[src/rtl/fpaddsub_pkg.sv]
// Shared constants and types for the two-requester FP add/sub scheduler.
package fpaddsub_pkg;

  localparam int FP_W = 32;

  localparam logic [1:0] RNE = 2'd0;
  localparam logic [1:0] RZ  = 2'd1;
  localparam logic [1:0] RUP = 2'd2;
  localparam logic [1:0] RDN = 2'd3;

  typedef logic req_id_t;

endpackage

[src/rtl/fpaddsub_rsp_fifo.sv]
// Per-requester response FIFO; read data is forced to zero while empty.
module fpaddsub_rsp_fifo #(
  parameter int DEPTH = 4,
  parameter int W     = 33
) (
  input  logic         clk,
  input  logic         rst,
  input  logic         wr_en,
  input  logic [W-1:0] wr_data,
  input  logic         rd_en,
  output logic [W-1:0] rd_data,
  output logic         not_empty
);

  localparam int AW = $clog2(DEPTH);
  localparam int CW = AW + 1;

  logic [W-1:0]  mem_q [DEPTH];
  logic [AW-1:0] wr_ptr_q, wr_ptr_d;
  logic [AW-1:0] rd_ptr_q, rd_ptr_d;
  logic [CW-1:0] count_q, count_d;
  logic          do_rd;

  assign not_empty = (count_q != '0);
  assign do_rd     = rd_en && not_empty;
  assign rd_data   = not_empty ? mem_q[rd_ptr_q] : '0;

  always_comb begin
    wr_ptr_d = wr_ptr_q;
    rd_ptr_d = rd_ptr_q;
    count_d  = count_q;
    if (wr_en) wr_ptr_d = wr_ptr_q + AW'(1);
    if (do_rd) rd_ptr_d = rd_ptr_q + AW'(1);
    if (wr_en && !do_rd) count_d = count_q + CW'(1);
    else if (!wr_en && do_rd) count_d = count_q - CW'(1);
  end

  always_ff @(posedge clk or posedge rst) begin
    if (rst) begin
      wr_ptr_q <= '0;
      rd_ptr_q <= '0;
      count_q  <= '0;
    end else begin
      wr_ptr_q <= wr_ptr_d;
      rd_ptr_q <= rd_ptr_d;
      count_q  <= count_d;
    end
  end

  // Storage needs no reset: rd_data is masked until an entry is written.
  always_ff @(posedge clk) begin
    if (wr_en) mem_q[wr_ptr_q] <= wr_data;
  end

endmodule

[src/rtl/fpaddsub_sched.sv]
// Credit-based round-robin scheduler sharing one pipelined FP add/sub unit
// between two requesters. Optional counters: FPADDSUB_SCHED_STATS_EN.
module fpaddsub_sched
  import fpaddsub_pkg::*;
#(
  parameter int LATENCY = 4,
  parameter int CREDITS = 4
) (
  input  logic            clk,
  input  logic            rst,
  input  logic [1:0]      req_valid,
  output logic [1:0]      req_ready,
  input  logic [63:0]     req_a,
  input  logic [63:0]     req_b,
  input  logic [1:0]      req_sub,
  input  logic [3:0]      req_rmode,
  output logic            dp_valid,
  output logic [FP_W-1:0] dp_a,
  output logic [FP_W-1:0] dp_b,
  output logic            dp_sub,
  output logic [1:0]      dp_rmode,
  input  logic [FP_W-1:0] dp_z,
  input  logic            dp_inexact,
  output logic [1:0]      rsp_valid,
  input  logic [1:0]      rsp_ready,
  output logic [63:0]     rsp_z,
  output logic [1:0]      rsp_inexact
`ifdef FPADDSUB_SCHED_STATS_EN
  ,
  output logic [31:0]     stat_issued,
  output logic [31:0]     stat_inexact
`endif
);

  localparam int CW = $clog2(CREDITS) + 1;

  logic [1:0][CW-1:0]   credit_q, credit_d;
  logic                 ptr_q, ptr_d;
  logic [1:0]           elig, grant, rsp_hs, fifo_wr;
  req_id_t              gnt_id;

  logic                 dp_valid_q, dp_valid_d;
  logic [FP_W-1:0]      dp_a_q, dp_a_d, dp_b_q, dp_b_d;
  logic                 dp_sub_q, dp_sub_d;
  logic [1:0]           dp_rmode_q, dp_rmode_d;
  req_id_t              dp_id_q, dp_id_d;

  logic [LATENCY-1:0]   tag_vld_q, tag_vld_d;
  req_id_t [LATENCY-1:0] tag_id_q, tag_id_d;

  logic [1:0][FP_W:0]   fifo_rd;

  // Arbitration: the pointer only matters when both requesters are eligible.
  always_comb begin
    for (int i = 0; i < 2; i++) begin
      elig[i]   = req_valid[i] && (credit_q[i] != '0);
      rsp_hs[i] = rsp_valid[i] && rsp_ready[i];
    end
    grant = elig;
    if (elig == 2'b11) grant = ptr_q ? 2'b10 : 2'b01;
    gnt_id = grant[1];
  end

  assign req_ready = grant & {2{~rst}};

  always_comb begin
    dp_valid_d = |grant;
    dp_a_d     = dp_a_q;
    dp_b_d     = dp_b_q;
    dp_sub_d   = dp_sub_q;
    dp_rmode_d = dp_rmode_q;
    dp_id_d    = dp_id_q;
    ptr_d      = ptr_q;
    if (|grant) begin
      dp_a_d     = gnt_id ? req_a[63:32] : req_a[31:0];
      dp_b_d     = gnt_id ? req_b[63:32] : req_b[31:0];
      dp_sub_d   = req_sub[gnt_id];
      dp_rmode_d = gnt_id ? req_rmode[3:2] : req_rmode[1:0];
      dp_id_d    = gnt_id;
      ptr_d      = ~gnt_id;
    end
  end

  // Tag stage 0 follows the issue register, so the last stage lines up with dp_z.
  always_comb begin
    tag_vld_d[0] = dp_valid_q;
    tag_id_d[0]  = dp_id_q;
    for (int k = 1; k < LATENCY; k++) begin
      tag_vld_d[k] = tag_vld_q[k-1];
      tag_id_d[k]  = tag_id_q[k-1];
    end
    for (int i = 0; i < 2; i++) begin
      fifo_wr[i]  = tag_vld_q[LATENCY-1] && (tag_id_q[LATENCY-1] == req_id_t'(i));
      credit_d[i] = credit_q[i];
      if (grant[i] && !rsp_hs[i]) credit_d[i] = credit_q[i] - CW'(1);
      else if (!grant[i] && rsp_hs[i]) credit_d[i] = credit_q[i] + CW'(1);
    end
  end

  always_ff @(posedge clk or posedge rst) begin
    if (rst) begin
      ptr_q      <= 1'b0;
      credit_q   <= {2{CW'(CREDITS)}};
      dp_valid_q <= 1'b0;
      dp_a_q     <= '0;
      dp_b_q     <= '0;
      dp_sub_q   <= 1'b0;
      dp_rmode_q <= '0;
      tag_vld_q  <= '0;
    end else begin
      ptr_q      <= ptr_d;
      credit_q   <= credit_d;
      dp_valid_q <= dp_valid_d;
      dp_a_q     <= dp_a_d;
      dp_b_q     <= dp_b_d;
      dp_sub_q   <= dp_sub_d;
      dp_rmode_q <= dp_rmode_d;
      tag_vld_q  <= tag_vld_d;
    end
  end

  always_ff @(posedge clk) begin
    dp_id_q  <= dp_id_d;
    tag_id_q <= tag_id_d;
  end

  assign dp_valid = dp_valid_q;
  assign dp_a     = dp_a_q;
  assign dp_b     = dp_b_q;
  assign dp_sub   = dp_sub_q;
  assign dp_rmode = dp_rmode_q;

  for (genvar g = 0; g < 2; g++) begin : g_rsp
    fpaddsub_rsp_fifo #(
      .DEPTH (CREDITS),
      .W     (FP_W + 1)
    ) u_fifo (
      .clk       (clk),
      .rst       (rst),
      .wr_en     (fifo_wr[g]),
      .wr_data   ({dp_inexact, dp_z}),
      .rd_en     (rsp_hs[g]),
      .rd_data   (fifo_rd[g]),
      .not_empty (rsp_valid[g])
    );
    assign rsp_z[g*FP_W +: FP_W] = fifo_rd[g][FP_W-1:0];
    assign rsp_inexact[g]        = fifo_rd[g][FP_W];
  end

`ifdef FPADDSUB_SCHED_STATS_EN
  logic [31:0] stat_issued_q, stat_issued_d;
  logic [31:0] stat_inexact_q, stat_inexact_d;

  always_comb begin
    stat_issued_d  = stat_issued_q + 32'(dp_valid_q);
    stat_inexact_d = stat_inexact_q + 32'((|fifo_wr) && dp_inexact);
  end

  always_ff @(posedge clk or posedge rst) begin
    if (rst) begin
      stat_issued_q  <= '0;
      stat_inexact_q <= '0;
    end else begin
      stat_issued_q  <= stat_issued_d;
      stat_inexact_q <= stat_inexact_d;
    end
  end

  assign stat_issued  = stat_issued_q;
  assign stat_inexact = stat_inexact_q;
`endif

endmodule

[config.mk]
export PLATFORM = sky130hd
export DESIGN_NAME = fpaddsub_sched
export DESIGN_NICKNAME = d
export VERILOG_FILES = /design/src/rtl/fpaddsub_pkg.sv /design/src/rtl/fpaddsub_rsp_fifo.sv /design/src/rtl/fpaddsub_sched.sv
export SDC_FILE = /design/constraint.sdc
export NUM_CORES = 1
export LEC_CHECK = 0
export ABC_AREA = 1
export CAP_MARGIN = 25
export CORE_ASPECT_RATIO = 0.5
export CORE_UTILIZATION = 51
export CTS_CLUSTER_DIAMETER = 120
export CTS_CLUSTER_SIZE = 40
export DETAILED_ROUTE_END_ITERATION = 16
export PLACE_DENSITY = 0.8
export RECOVER_POWER = 50
export SLEW_MARGIN = 5
export SYNTH_ARGS = -nofsm -noshare
export SYNTH_HDL_FRONTEND = slang
export SYNTH_SLANG_ARGS = --single-unit
[constraint.sdc]
create_clock -name clk -period 3.43 [get_ports clk]
set_clock_uncertainty 0.05 [all_clocks]
set_input_delay 0.343 -clock clk [delete_from_list [all_inputs] [get_ports clk]]
set_output_delay 0.343 -clock clk [all_outputs]
set_load 0.01 [all_outputs]
==> impl_metrics.json, run 1 <==
{
  "synth_seq_area_share_pct": 70.2,
  "first_pass_iters": 8,
  "yosysWarnings": 0,
  "core_um2": 28100,
  "min_from": "tag_id_q[2]",
  "routed_wirelength_mm": 37.4,
  "htreeDepth": 1,
  "worstPathMaxFanout": 67,
  "power.leakage_uw": 0.00681,
  "rr_startpoint": "g_rsp[1].u_fifo.wr_ptr_q[0]",
  "synth.avg_cell_area_um2": 11.4,
  "setup_viol": 0,
  "crit_arrival_ps": 2830,
  "syn_nets": 1488,
  "postLayoutCoreUtil_pct": 66.0,
  "grt.overflow.total": 0,
  "cpPeakStageDelay_ps": 620,
  "critPathTopFamily": "buffers and inverters",
  "status": "finished, violations left",
  "critPathBufInv": 2,
  "ioPinCount": 311,
  "rows": 43,
  "gp_congestion": 0.832,
  "tightest_slew_ps": 2530,
  "tritoncts": "done",
  "grt_max_degree": 68,
  "dp.final_hpwl_mm": 24.8,
  "max_freq_mhz": 310,
  "maxCapViolCount": 5,
  "r2r_slack_ps": 560,
  "portBuffers": 310,
  "critical-path-slowest-cell": "clkdlybuf4s50_1",
  "path_cells": "buf_4 > nor2_1 > nor2_1 > o21ai_0 > a21oi_1 > clkdlybuf4s50_1",
  "crit_top_cell": "nor2_1",
  "dieWidth_um": 243,
  "grt_setup_unrepaired": "false",
  "initial_core_util_pct": 52.6,
  "grtUsageTotal_pct": 24.9,
  "cts_buffers": 13,
  "fin_nets": 1755,
  "clock_sinks": 362,
  "critical_path_required_ps": 3040,
  "cp-start-kind": "flop",
  "startpoint": "g_rsp[0].u_fifo.rd_ptr_q[0]",
  "power_uw": 16000,
  "drive_gt1_share_pct": 3.50,
  "slew_violations": 150,
  "drt-initial-drc-count": 964,
  "post-route-period-util_pct": 93.9,
  "grt_first_pass_wirelength_mm": 57.8,
  "antenna_found_initial": 4,
  "layout_min_cycle_time_ps": 3220,
  "syn_to_final_growth_pct": 25.4,
  "ir_drop_v": 0.000536,
  "vias": 10800,
  "crit_type": "flop to output pin",
  "cts_root_buf": "clkbuf_16",
  "hold_viol_final": 0,
  "die_area_um2": 29700,
  "drc_errors": 0,
  "cts_buffer_depth": 3,
  "final_common_cell": "nor2_1",
  "viasPerCell": 5.52,
  "mostFrequentLayoutCells": "nor2_1 (282), clkdlybuf4s50_1 (277), edfxtp_1 (265), nand3_1 (181), o21ai_0 (140)",
  "first_global_vias": 10900,
  "routedWlPerCell_um": 19.1,
  "worst_slew_margin_rel_pct": -68.4,
  "tns_ps": 0,
  "clock_latency_ps": 510,
  "violations": "max-capacitance violations, max-slew violations",
  "detail-route-antenna-nets": 0,
  "p_per_area_nw_per_um2": 866,
  "die_y_um": 122,
  "ctsResizeCount": 0,
  "synthDistinctLibCells": 26,
  "hold_class": "flop to flop",
  "clk_pin_slew_ps": 140,
  "post-cts-setup-buffer-count": 0,
  "ys_seq_elements": 362,
  "cts_hold_buffers": 0,
  "endpoint_kind": "output pin",
  "synth_cells": 1299,
  "netlist_area_um2": 14800
}
## routing by layer
metal	vias up	part of all wire (%)	track usage [%]
met1	5312	39	30.8
met4	0	2.9	7.59
li1	4999	-	-
met2	435	51	44.5
met5	-	0	0
met3	65	7.1	5.03
## cell usage after synthesis
library cell / number / area share, %
clkbuf_1: 21 / 0.53
a21boi_2: 1 / 0.076
inv_1: 34 / 0.86
nor2_1: 284 / 7.2
mux2_2: 2 / 0.15
buf_1: 5 / 0.13
o21ai_0: 140 / 4.7
ha_1: 12 / 1.0
dfstp_2: 2 / 0.36
clkbuf_2: 8 / 0.27
inv_2: 3 / 0.076
buf_2: 30 / 1.0
xnor2_1: 6 / 0.36
dfrtp_1: 91 / 15
buf_4: 17 / 0.86
a21oi_1: 71 / 2.4
xor2_1: 6 / 0.36
dfxtp_1: 4 / 0.54
fa_1: 4 / 0.54
buf_6: 3 / 0.23
nand2_2: 1 / 0.042
nor2_2: 1 / 0.042
nand2_1: 106 / 2.7
nand3_1: 181 / 6.1
buf_8: 1 / 0.10
edfxtp_1: 265 / 54
## kinds of logic (layout without fill, tap and decap cells)
logic type	count (synthesis)	count (layout)	synth area share [%]
flops	362	362	70.2
fa+ha+maj	16	16	1.56
compound gates	212	212	7.22
xor+xnor	12	12	0.711
simple gates	573	573	16.1
mux	2	2	0.152
other cells	0	5	0
buf+inv	122	396	4.08
## cell type report
class | count | area [µm²]
Multi-Input combinational cell | 815 | 3830
Timing Repair Buffer | 337 | 3310
Fill cell | 2071 | 9550
Clock buffer | 20 | 352
Inverter | 37 | 140
Antenna cell | 5 | 12.5
Sequential cell | 362 | 10400
Clock inverter | 2 | 38.8
Tap cell | 382 | 478
## power by group
| group | internal [µW] | switching [µW] | total, µW |
|---|---|---|---|
| registers | 5950 | 479 | 6430 |
| logic | 3270 | 4320 | 7590 |
| clock network | 749 | 1270 | 2020 |
## path summary, 6_finish.rpt
path | end | depth (start not counted)
max | rsp_z[31] | 6
min | tag_id_q[3] | 0
max reg2reg | g_rsp[1].u_fifo.mem_q[2][12] | 5
min reg2reg | tag_id_q[3] | 0
max in group asynchronous | g_rsp[1].u_fifo.rd_ptr_q[0] | 3
min in group asynchronous | dp_a[13] | 3
## registers in the layout (all words and copies together) (netlist names)
signal / count
dp_a: 32
g_rsp.u_fifo.rd_ptr_q: 4
g_rsp.u_fifo.wr_ptr_q: 4
dp_b: 32
g_rsp.u_fifo.mem_q: 264
dp_valid: 1
ptr_q: 1
dp_sub: 1
credit_q: 6
tag_id_q: 4
tag_vld_q: 4
dp_rmode: 2
dp_id_q: 1
g_rsp.u_fifo.count_q: 6
## per-stage QoR
step | instances | area (µm²) | setup slack [ps] | hold slack, ps
floorplan | 1299 | 14800 | 620 | 260
global placement | 1932 | 18200 | 779 | 265
detailed placement | 1933 | 18200 | 700 | 269
CTS | 1955 | 18600 | 175 | 299
global route | 1959 | 18500 | 42.1 | 311
finish | 1960 | 18500 | 209 | 298
No activity file was read; power rests on OpenSTA's default activity.
==> run 2, diff against run 1 <==
--- a/config.mk
+++ b/config.mk
@@ -14,7 +14,7 @@
 export DETAILED_ROUTE_END_ITERATION = 16
 export PLACE_DENSITY = 0.8
 export RECOVER_POWER = 50
-export SLEW_MARGIN = 5
+export SLEW_MARGIN = 10
 export SYNTH_ARGS = -nofsm -noshare
 export SYNTH_HDL_FRONTEND = slang
 export SYNTH_SLANG_ARGS = --single-unit
==> results of run 2 <==
Final layout, timing and power as in run 1 (identical DEF).
